File: src/rtl/pe_sum_accum.sv
// Five-lane psum accumulator + requantiser (bias, >>> shift, ReLU, int8 sat); build option PE_ACC_ROUND_EN.
// Latency: results register one cycle after the last beat; one window per len+2 cycles when writeback is ready.
// Backpressure: psum_ready drops from the end of the window until writeback takes sum1..sum5.
module pe_sum_accum #(
  parameter int PSUM_W = 16,
  parameter int BIAS_W = 16,
  parameter int ACC_W  = 24
) (
  input  logic                  clk,
  input  logic                  rst,
  input  logic [5*PSUM_W-1:0]   psum_in,
  input  logic                  psum_valid,
  output logic                  psum_ready,
  input  logic [5*BIAS_W-1:0]   bias_in,
  input  logic [7:0]            cfg_acc_len,
  input  logic [4:0]            cfg_shift,
  input  logic                  cfg_relu,
  output logic [7:0]            sum1,
  output logic [7:0]            sum2,
  output logic [7:0]            sum3,
  output logic [7:0]            sum4,
  output logic [7:0]            sum5,
  output logic                  sum_valid,
  input  logic                  sum_ready
);

  typedef enum logic [1:0] {IDLE, ACC, QUANT, HOLD} state_t;

  state_t                  state, state_nxt;
  logic signed [ACC_W-1:0] acc    [5];
  logic signed [ACC_W-1:0] psum_x [5];
  logic signed [ACC_W-1:0] bias_x [5];
  logic [7:0]              cnt;
  logic [7:0]              len_q;
  logic [4:0]              shift_q;
  logic                    relu_q;
  logic [7:0]              sum_q  [5];
  logic                    beat;

  assign beat = psum_valid & psum_ready;

  // Shift (arithmetic, optionally rounded), ReLU, then clamp to signed 8 bits.
  // The extra bit keeps the rounding add from wrapping near the top of the range.
  function automatic logic [7:0] requant(input logic signed [ACC_W-1:0] a,
                                         input logic [4:0] s, input logic r);
    logic signed [ACC_W:0] w;
    logic signed [ACC_W:0] v;
    logic signed [ACC_W:0] rnd;
    int                    sh;
    sh  = int'(s);
    w   = {a[ACC_W-1], a};
    rnd = '0;
`ifdef PE_ACC_ROUND_EN
    if (s != 5'd0 && sh < ACC_W) begin
      rnd = (ACC_W+1)'(1) << (s - 5'd1);
    end
`endif
    w = w + rnd;
    if (sh >= ACC_W) v = {(ACC_W+1){a[ACC_W-1]}};
    else             v = w >>> s;
    if (r && v < 0) v = '0;
    if (v > 127)       return 8'h7F;
    else if (v < -128) return 8'h80;
    else               return v[7:0];
  endfunction

  // Sign-extend every lane to the accumulator width.
  always_comb begin
    for (int k = 0; k < 5; k++) begin
      psum_x[k] = ACC_W'($signed(psum_in[k*PSUM_W +: PSUM_W]));
      bias_x[k] = ACC_W'($signed(bias_in[k*BIAS_W +: BIAS_W]));
    end
  end

  // State register.
  always_ff @(posedge clk or negedge rst) begin
    if (!rst) state <= IDLE;
    else      state <= state_nxt;
  end

  // Next-state: window length is taken from the first beat's config (0 counts as 1).
  always_comb begin
    state_nxt = state;
    case (state)
      IDLE:    if (beat) state_nxt = (cfg_acc_len <= 8'd1) ? QUANT : ACC;
      ACC:     if (beat && (cnt + 8'd1) == len_q) state_nxt = QUANT;
      QUANT:   state_nxt = HOLD;
      HOLD:    if (sum_ready) state_nxt = IDLE;
      default: state_nxt = IDLE;
    endcase
  end

  // Output decode: beats are only taken while a window is open.
  always_comb begin
    psum_ready = (state == IDLE) || (state == ACC);
  end

  // Datapath: accumulate, requantise once, hold results until writeback takes them.
  always_ff @(posedge clk or negedge rst) begin
    if (!rst) begin
      for (int k = 0; k < 5; k++) begin
        acc[k]   <= '0;
        sum_q[k] <= '0;
      end
      cnt       <= '0;
      len_q     <= 8'd1;
      shift_q   <= '0;
      relu_q    <= 1'b0;
      sum_valid <= 1'b0;
    end else begin
      case (state)
        IDLE: if (beat) begin
          for (int k = 0; k < 5; k++) acc[k] <= bias_x[k] + psum_x[k];
          cnt     <= 8'd1;
          len_q   <= (cfg_acc_len == 8'd0) ? 8'd1 : cfg_acc_len;
          shift_q <= cfg_shift;
          relu_q  <= cfg_relu;
        end
        ACC: if (beat) begin
          for (int k = 0; k < 5; k++) acc[k] <= acc[k] + psum_x[k];
          cnt <= cnt + 8'd1;
        end
        QUANT: begin
          for (int k = 0; k < 5; k++) sum_q[k] <= requant(acc[k], shift_q, relu_q);
          sum_valid <= 1'b1;
        end
        HOLD: if (sum_ready) sum_valid <= 1'b0;
        default: ;
      endcase
    end
  end

  assign sum1 = sum_q[0];
  assign sum2 = sum_q[1];
  assign sum3 = sum_q[2];
  assign sum4 = sum_q[3];
  assign sum5 = sum_q[4];

endmodule

File: config.mk
export PLATFORM = sky130hd
export DESIGN_NAME = pe_sum_accum
export DESIGN_NICKNAME = d
export VERILOG_FILES = /design/src/rtl/pe_sum_accum.sv
export SDC_FILE = /design/constraint.sdc
export NUM_CORES = 1
export LEC_CHECK = 0
export BUFFER_PORTS_ARGS = -buffer_cell sky130_fd_sc_hd__clkbuf_2
export CAP_MARGIN = 20
export CORE_ASPECT_RATIO = 1.1
export CORE_UTILIZATION = 62
export DETAILED_ROUTE_END_ITERATION = 6
export PLACE_DENSITY = 0.83
export SLEW_MARGIN = 40
export SYNTH_ARGS = -nofsm -noshare
export SYNTH_HDL_FRONTEND = slang
export SYNTH_SLANG_ARGS = --single-unit
File: constraint.sdc
create_clock -name clk -period 3.8 [get_ports clk]
set_clock_uncertainty 0.15 [all_clocks]
set_input_delay 0.38 -clock clk [delete_from_list [all_inputs] [get_ports clk]]
set_output_delay 0.38 -clock clk [all_outputs]
set_load 0.005 [all_outputs]
; ---- Word-level counts from Yosys, hierarchy flattened
; Index checks and enable logic that the tools add are counted.
[totals]
mem_count = 0
out_inout_bits = 42
ram_bits = 0
inputBits = 178
register_bits = 185
rom_bits = 0
latch_bits = 0
[classes]
add_sub_neg = 11
n_bitwise = 1
multipliers = 0
div = 0
n_mux = 44
n_lt_le_gt_ge = 17
n_reduce_logical = 15
n_eq_ne = 8
shift = 5
[op_table]
columns = op, n
row1 = $mux 25, 20
row2 = $mux 120, 2
row3 = $pmux 120 s2, 1
row4 = $gt 25x8->1 const B, 5
row5 = $lt 25x1->1 const B, 5
row6 = $lt 25x8->1 const B, 5
row7 = $sshr 24x5->25, 5
row8 = $add 24x16->24, 5
row9 = $mux 8, 13
row10 = $add 16x16->17, 5
row11 = $pmux 8 s2, 1
row12 = $add 8x1->8 const B, 1
row13 = $eq 8x8->1, 1
row14 = $le 8x1->1 const B, 1
row15 = $logic_not 8->1, 1
row16 = $mux 2, 4
row17 = $ne 2x2->1 const B, 4
row18 = $pmux 2 s4, 1
row19 = $logic_and 1x1->1, 6
row20 = $reduce_and 3->1, 2
row21 = $ge 5x5->1 const B, 1
row22 = $eq 2x2->1 const B, 2
row23 = $reduce_and 2->1, 2
row24 = $reduce_bool 2->1, 2
row25 = other kinds (6), 6

; ---- Longest topological paths before layout
; Gate-level depths: netlist of run 1.
[logic_depth]
ltp_word = 10
ltp_mapped = 15

; ---- Least setup slack after synthesis of run 1
; No wires, ideal clock.
[synth_path]
path_type = input to register
start = input port psum_in[0]
end = register acc[118] (netlist name)
t_arrival_ns = 2.754
setup_time_ns = 0.158
slack_ns = 0.738
cell_stages = 13
n_path_buf = 0
required_ns = 3.492
cell_sequence = ha_1 inv_1 fa_1 nor2b_1 o21a_1 o21ai_1 a211oi_1 or3_1 a31o_2 a31oi_1 o31ai_1 a2bb2o_1 a21oi_1
[synth_via]
elab_chain_cells = 3
[synth_rtl]
columns = element, line
row1 = from (decl), 11  ; input logic [5*PSUM_W-1:0] psum_in,
row2 = $add 24x16->24 or $add 16x16->17 (tied branches), "120, 113"
row3 = $mux 120 (on tied branches), "119, 112"
row4 = $pmux 120 s2 (*), 111  ; case (state)
row5 = "to (signal, indexed assignment)", 102  ; acc[k] <= '0;
row6 = to (decl), 30  ; logic signed [ACC_W-1:0] acc [5];
; Every way passes the cells marked *; elsewhere a longest branch is shown, timed or not. The select of a mux whose other input is x is not followed.
; A chain may end at the register's enable or synchronous reset.

; ---- Worst setup path after layout of run 1
[layout_path]
start = register acc[24] (netlist name)
end = register acc[46] (netlist name)
[layout_via]
elab_chain_cells = 3
[layout_rtl]
columns = element, line
row1 = $add 24x16->24, 120  ; for (int k = 0; k < 5; k++) acc[k] <= acc[k] + psum_x[k];
row2 = $mux 120, 119  ; ACC: if (beat) begin
row3 = $pmux 120 s2, 111
; No other way between the ends. The select of a mux whose other input is x is not followed.

==> reports/metrics.yaml, run 1 <==
outcome:
  status: "finished, final reports clean"
detailed_routing:
  vias_per_cell: 6.48
  first_pass_iters: 6
  wl_um: 69500
  dr.first_iter.drc_count: 2132
  wire_per_inst_um: 19.6
  drc: 0
  vias: 23000
  postRouteAntennaNets: 0
grt:
  grt_usage_pct: 37.0
  grt_overflow: 0
  grt_max_degree: 148
  antenna_found_initial: 0
  grt_first_pass_wirelength_um: 112000
  grt_pass1_vias: 21700
logic_synthesis:
  synth.largest_area_cell: "dfrtp_1"
  syn-num-nets: 3285
  syn_inst: 2897
  synth-async-reset-ratio_pct: 100
  ys_seq_area_share_pct: 20.1
  synthTopCellsByArea: "dfrtp_1 (20%), ha_1 (11%), mux2i_1 (7.6%), a21oi_1 (6.0%), nand2_1 (6.0%)"
  syn_avg_cell_area_um2: 7.94
  ys.warnings.count: 0
  syn-cell-area_um2: 23000
  ys_types: 94
  synth.top_cell.area_share_pct: 20.0
  ys_ff_latch: 185
  synth_enable_flop_cells: 0
  ys.flop_type: "dfrtp_1"
place:
  gp_congestion: 0.975
  numPortBuffers: 219
  place_inst: 3517
  hpwl_um: 54000
floorplan:
  start_util_pct: 63.3
  die_area_um2: 37900
  coreArea_um2: 36400
  rows: 73
  die_height_um: 204
  pin_count: 220
  die_x_um: 186
critical_path:
  crit_family: "compound AO/OA/AOI/OAI gates"
  cp_slowest_cell: "dfrtp_1"
  worstSetupPathDepth: 13
  path_cells: "ha_1 > inv_1 > fa_1 > nor2b_1 > o21a_1 > o21ai_0 > o2bb2ai_1 > a21oi_1 > o41ai_1 > o21ai_0 > o41ai_1 > xor2_1 > a211oi_1"
  start_kind: "register"
  r2r_start: "acc[24]$_DFFE_PN0P_"
  crit_buf_inv: 1
  cp_max_fo: 3
  reg2regPathDepth: 13
  path_class: "register to register"
  cp.arrival_ps: 3790
  reg2reg_slack_ps: 230
  endpoint_kind: "register"
  crit_start: "acc[24]$_DFFE_PN0P_"
  cp-endpoint: "acc[46]$_DFFE_PN0P_"
  r2r_end: "acc[46]$_DFFE_PN0P_"
  slowest_delay_ps: 470
  cp.required_ps: 4010
finish:
  fin_util_pct: 69.4
  syn2layout_area_growth_pct: 9.78
  finalNetCount: 3438
  drive_above_1_share_pct: 14.9
  nFillCells: 3067
  seqCellArea_um2: 4640
  finalNonFillerCells: 3550
  multi_input_area_um2: 17400
  diodes: 0
pwr:
  leakage_nw: 11.4
  totalPowerFinal_mw: 24.4
  p_seq_share_pct: 18.9
  p_switching_mw: 12.9
  p_sw_share_pct: 52.9
  ir_drop_mv: 0.694
  clkPwrFrac_pct: 7.9
  p_comb_share_pct: 73.2
  pwr_density_cell_nw_per_um2: 968
  power.internal_mw: 11.5
worst_hold_path:
  hold_path.class: "input pin to register"
timing:
  setup_viol: 0
  hold_violations: 0
  slew-limit-headroom_pct: 44.9
  finalSetupTns_ps: 0
  period_needed_ps: 3570
  rsz0062_at_grt: "false"
  tightestPinTransition_ps: 827
  period_share_pct: 94.0
  drv_slew: 0
  fmax_mhz: 280
clocking:
  cts_tree: "built"
  cts-root-buf: "clkbuf_16"
  clk_pin_slew_worst_paths_ps: 70
  h-tree-depth: 4
  cts_sinks: 185
  postCtsSetupBuffers: 0
  cts-buffers-inserted: 17
  clock_path_buffers: 2
  clock_latency_ps: 460
job:
  maxCapViolCount: 0
placed cells by master (no fill, tap or decap), drive strengths merged, types with 10 or more instances in the layout:
| master | Yosys | final |
|---|---|---|
| mux2i | 174 | 174 |
| nor4 | 15 | 15 |
| mux2 | 42 | 42 |
| or3 | 18 | 18 |
| o22ai | 11 | 11 |
| and3 | 18 | 18 |
| o21a | 39 | 39 |
| a21o | 62 | 62 |
| buf | 59 | 65 |
| o211ai | 37 | 37 |
| o22a | 10 | 10 |
| xor2 | 48 | 48 |
| nand2 | 368 | 368 |
| clkbuf | 92 | 239 |
| a31oi | 38 | 38 |
| nand2b | 41 | 41 |
| nand4 | 14 | 14 |
| and2 | 15 | 15 |
| a211oi | 46 | 46 |
| ha | 200 | 200 |
| a21oi | 280 | 280 |
| xnor2 | 102 | 102 |
| fa | 10 | 10 |
| a211o | 14 | 14 |
| nor2 | 261 | 261 |
| mux4 | 49 | 49 |
| inv | 80 | 84 |
| nor2b | 32 | 32 |
| dfrtp | 184 | 184 |
| nor3 | 54 | 54 |
| a21boi | 14 | 14 |
| nand3 | 48 | 48 |
| o31ai | 18 | 18 |
| o21bai | 13 | 13 |
| o21ai | 262 | 262 |
power by group through the flow:
stage | clock [mW] | sequential, mW | combinational [mW]
floorplan | 0 | 3.71 | 13.7
global placement | 0 | 4.51 | 16.9
detailed placement | 0 | 4.58 | 17.4
CTS | 1.95 | 4.55 | 17.5
global route | 2.03 | 4.73 | 19.6
finish | 1.93 | 4.62 | 17.9
metrics by stage:
stage / instance area [um^2] / setup slack [ps] / hold WS, ps
floorplan: 23000 / 738 / -65.6
global route: 25200 / 1.43 / 18.4
finish: 25200 / 227 / 13.0
detailed placement: 24600 / 135 / 200
CTS: 25200 / 136 / 1.81
global placement: 24600 / 237 / 197
Yosys cell counts, drive strengths merged (37+ instances only):
master,instances
nand2,368
a21oi,280
o21ai,262
nor2,261
ha,200
dfrtp,184
mux2i,174
xnor2,102
clkbuf,92
inv,80
a21o,62
buf,59
nor3,54
mux4,49
nand3,48
xor2,48
a211oi,46
mux2,42
nand2b,41
o21a,39
a31oi,38
o211ai,37
cell type report:
type                       count  area share (%)
multi-input combinational   2480            68.8
clock inverter                12           0.639
sequential                   185            18.4
timing repair buffer         285            6.70
clock buffer                  20            1.81
inverter                      81            1.20
tap                          487            2.41
worst register-to-register path: cells and delay by family (launching register included):
kind                       cells  cell delay [ps]
and+or+nand+nor                1               70
buffers and inverters          1               80
adders and majority gates      2              450
AOI/OAI and AO/OA              8             2150
xor gates and xnor gates       1              120
DFF                            1              470
kinds of logic (layout without fill, tap and decap cells):
family / count (synthesis) / after routing / share of synthesized area, %
simple gates: 925 / 925 / 18.2
compound gates: 930 / 930 / 25.2
buf+inv: 232 / 398 / 4.49
fa+ha+maj: 210 / 210 / 11.8
xor+xnor: 150 / 150 / 5.71
mux: 265 / 265 / 14.4
flops: 185 / 185 / 20.1
state kept, by name (all words and copies together), names as in the netlist:
| name | flops |
|---|---|
| sum4 | 8 |
| sum5 | 8 |
| len_q | 8 |
| sum3 | 8 |
| relu_q | 1 |
| sum_valid | 1 |
| shift_q | 5 |
| sum2 | 8 |
| state | 2 |
| acc | 120 |
| sum1 | 8 |
| cnt | 8 |
per-layer routing:
metal	share of wire, %	global-route usage [%]
met5	0	0
met4	3.0	12.8
met3	9.3	6.86
met1	44	52.7
met2	43	55.9
how the worst min path moves through the flow:
stage	depth (start not counted)	from	endpoint	slack, ps
2_1_floorplan	0	rst	acc[0]$_DFFE_PN0P_	-70
3_3_place_gp	1	rst	acc[47]$_DFFE_PN0P_	200
6_report	3	cfg_acc_len[0]	len_q[0]$_DFFE_PN1P_	10
4_1_cts	3	cfg_acc_len[0]	len_q[0]$_DFFE_PN1P_	2
3_5_place_dp	1	rst	acc[47]$_DFFE_PN0P_	200
5_1_grt	2	cfg_shift[2]	shift_q[2]$_DFFE_PN0P_	20
repair_timing:
action | in CTS | in global routing
endpoints found under the setup margin | 0 | 7
hold endpoints to repair | 47 | 0
gates resized for setup | 0 | 6
hold buffers | 1 | 0
No activity file was read; power rests on OpenSTA's default activity.
==> inputs of run 2 (changes only) <==
--- a/config.mk
+++ b/config.mk
@@ -8,7 +8,9 @@
 export BUFFER_PORTS_ARGS = -buffer_cell sky130_fd_sc_hd__clkbuf_2
 export CAP_MARGIN = 20
 export CORE_ASPECT_RATIO = 1.1
+export CORE_MARGIN = 10
 export CORE_UTILIZATION = 62
+export CTS_BUF_LIST = sky130_fd_sc_hd__clkbuf_16
 export DETAILED_ROUTE_END_ITERATION = 6
 export PLACE_DENSITY = 0.83
 export SLEW_MARGIN = 40
==> run 2 against run 1 <==
Effect of this change:
- combinational power about the same
- count of clock-buffer cells in the layout down 3
- global-route usage decreased by 5.8 points
- die area is 19% higher
- fmax grew 1.4%
- core utilization rose by 0.38 points
- critical path depth stayed put
- sequential share of layout area is 0.099 points lower
- power grew 0.40%
- worst hold slack gained 20 ps
- design area is 0.54% higher
- sequential power down 0.9%
- largest cell class unchanged
- largest power group unchanged
==> reports/metrics.yaml, run 2 (synthesized netlist as in run 1, its figures left out) <==
finish:
  diodes: 0  # unchanged
  syn2layout_area_growth_pct: 10.4  # was 9.78%
  finalNetCount: 3457  # was 3,438
  drive_above_1_share_pct: 15.0  # was 14.9%
  largest_reg_flops: 120  # unchanged
  top_register: "acc"  # unchanged
  finalInstanceArea_um2: 25400  # was 25,200 um^2
  fin_util_pct: 69.8  # was 69.4%
  nFillCells: 3095  # was 3,067
  mostFrequentLayoutCells: "nand2_1 (367), a21oi_1 (277), nor2_1 (258)"  # unchanged
  final_common_cell: "nand2_1"  # unchanged
floorplan:
  rows: 73  # unchanged
  die_height_um: 222  # was 204 um
  die_x_um: 204  # was 186 um
  coreArea_um2: 36400  # unchanged
  die_area_um2: 45200  # was 37,900 um^2
  pin_count: 220  # unchanged
  start_util_pct: 63.3  # unchanged
timing:
  tightestPinTransition_ps: 802  # was 827 ps
  period_share_pct: 92.8  # was 94.0%
  finalSetupTns_ps: 0  # unchanged
  setup_viol: 0  # unchanged
  period_needed_ps: 3520  # was 3570 ps
  drv_slew: 0  # unchanged
  hold_violations: 0  # unchanged
  rsz0062_at_grt: "false"  # unchanged
  fmax_mhz: 284  # was 280 MHz
  slew-limit-headroom_pct: 46.5  # was 44.9%
clocking:
  clock_latency_ps: 480  # was 460 ps
  cts-buffers-inserted: 17  # unchanged
  clock_path_buffers: 2  # unchanged
  cts_sinks: 185  # unchanged
  cts-root-buf: "clkbuf_16"  # unchanged
  h-tree-depth: 4  # unchanged
  cts_resized: 0  # unchanged
  clk_pin_slew_worst_paths_ps: 80  # was 70 ps
  cts_tree: "built"  # unchanged
pwr:
  p_switching_mw: 13.0  # was 12.9 mW
  p_seq_share_pct: 18.7  # was 18.9%
  p_sw_share_pct: 53.2  # was 52.9%
  ir_drop_mv: 0.544  # was 0.694 mV
  p_comb_share_pct: 73.7  # was 73.2%
  power.internal_mw: 11.5  # about the same
  leakage_nw: 11.5  # was 11.4 nW
  clkPwrFrac_pct: 7.6  # was 7.9%
  pwr_density_cell_nw_per_um2: 966  # was 968 nW/um^2
place:
  gp_congestion: 1.01  # was 0.975
  hpwl_um: 56700  # was 54,000 um
  placed_area_um2: 24700  # was 24,600 um^2
  numPortBuffers: 219  # unchanged
critical_path:
  start_kind: "register"  # unchanged
  cp.arrival_ps: 3750  # was 3790 ps
  cp.required_ps: 4030  # was 4010 ps
  path_class: "register to register"  # unchanged
  endpoint_kind: "register"  # unchanged
  cp_max_fo: 3  # unchanged
detailed_routing:
  met3_wirelength_um: 6400  # was 6470 um
  first_pass_iters: 5  # was 6
  routed.top_layer: "met4"  # unchanged
  dr.first_iter.drc_count: 2309  # was 2,132
  wl_um: 73000  # was 69,500 um
  drc: 0  # unchanged
  wl_met1_um: 32100  # was 30,800 um
  wire_per_inst_um: 20.5  # was 19.6 um
  vias_per_cell: 6.51  # was 6.48
  vias: 23200  # was 23,000
  postRouteAntennaNets: 0  # unchanged
  wl_met2_um: 32200  # was 30,200 um
grt:
  antenna_found_initial: 1  # was 0
  grt_overflow: 0  # unchanged
  grt_usage_pct: 31.2  # was 37.0%
  grt_pass1_vias: 22500  # was 21,700
  grt_first_pass_wirelength_um: 117000  # was 112,000 um
  grt_max_degree: 148  # unchanged
outcome:
  status: "finished, final reports clean"  # unchanged
worst_hold_path:
  hold_path.class: "input pin to register"  # unchanged
job:
  maxCapViolCount: 0  # unchanged
[run 2: changes by cell type in the layout (fill, tap and decap cells not counted), moves of 2 or more]
cell / delta
a2111oi_0: +2
buf_12: +2
buf_4: +6
clkbuf_8: -2
clkinv_2: +4
dlygate4sd3_1: +10
[run 2: per-stage QoR]
| stage | power [mW] | cells | worst slack (ps) | hold WS [ps] |
|---|---|---|---|---|
| floorplan | 17.4 | 2897 | 738 | -65.6 |
| global placement | 21.6 | 3525 | 351 | 318 |
| detailed placement | 22.1 | 3525 | 320 | 333 |
| CTS | 24.1 | 3568 | 308 | 2.34 |
| global route | 26.5 | 3569 | 37.8 | 24.5 |
| finish | 24.5 | 3569 | 275 | 32.7 |
[run 2: final cells by class]
cell class                      instances  area (um^2)  area share (%)
Clock buffer                           17          425            1.68
Clock inverter                         15          150           0.592
Inverter                               81          304            1.20
Multi-Input combinational cell       2480        17400            68.4
Sequential cell                       185         4640            18.3
Tap cell                              487          609            2.40
Timing Repair Buffer                  304         1890            7.45
[run 2: timing repair]
item / CTS / global route
hold buffers: 11 / 0
setup endpoints to repair: 0 / 1
setup buffers: 0 / 1
hold endpoints to repair: 93 / 0
[run 2: per-layer routing]
metal  global-route usage [%]  vias up
li1                         -    11000
met2                     47.4     1105
met4                     11.1        0
met3                     5.48      154
met1                     43.6    11000
met5                        0        -
[run 2: final timing paths]
check                                    start                     end  slack (ps)  cells past startpoint
hold / removal                    cfg_shift[1]  shift_q[1]$_DFFE_PN0P_          30                      2
setup / recovery           acc[24]$_DFFE_PN0P_     acc[46]$_DFFE_PN0P_         280                     13
min in group asynchronous                  rst     sum4[1]$_DFFE_PN0P_         390                      2
max in group asynchronous                  rst    len_q[0]$_DFFE_PN1P_        2230                      3
setup reg to reg           acc[24]$_DFFE_PN0P_     acc[46]$_DFFE_PN0P_         280                     13
hold reg to reg            sum4[1]$_DFFE_PN0P_     sum4[1]$_DFFE_PN0P_         340                      2
[run 2: worst max-delay path, stage by stage, from the launching register on]
cell,delay [ps]
dfrtp_1,470
ha_1,250
inv_1,70
fa_1,180
nor2b_1,70
o21a_1,180
o21ai_0,200
o2bb2ai_1,240
a21oi_1,180
o41ai_1,440
o21ai_0,240
o41ai_1,370
xor2_1,110
a211oi_1,260
[run 2: power groups by stage]
stage	Sequential (mW)	Combinational, mW	Clock, mW
final	4.58	18.1	1.86
after global routing	4.69	19.8	1.94
after CTS	4.53	17.7	1.86
after detailed placement	4.57	17.5	0
after global placement	4.49	17.1	0
after floorplan	3.71	13.7	0
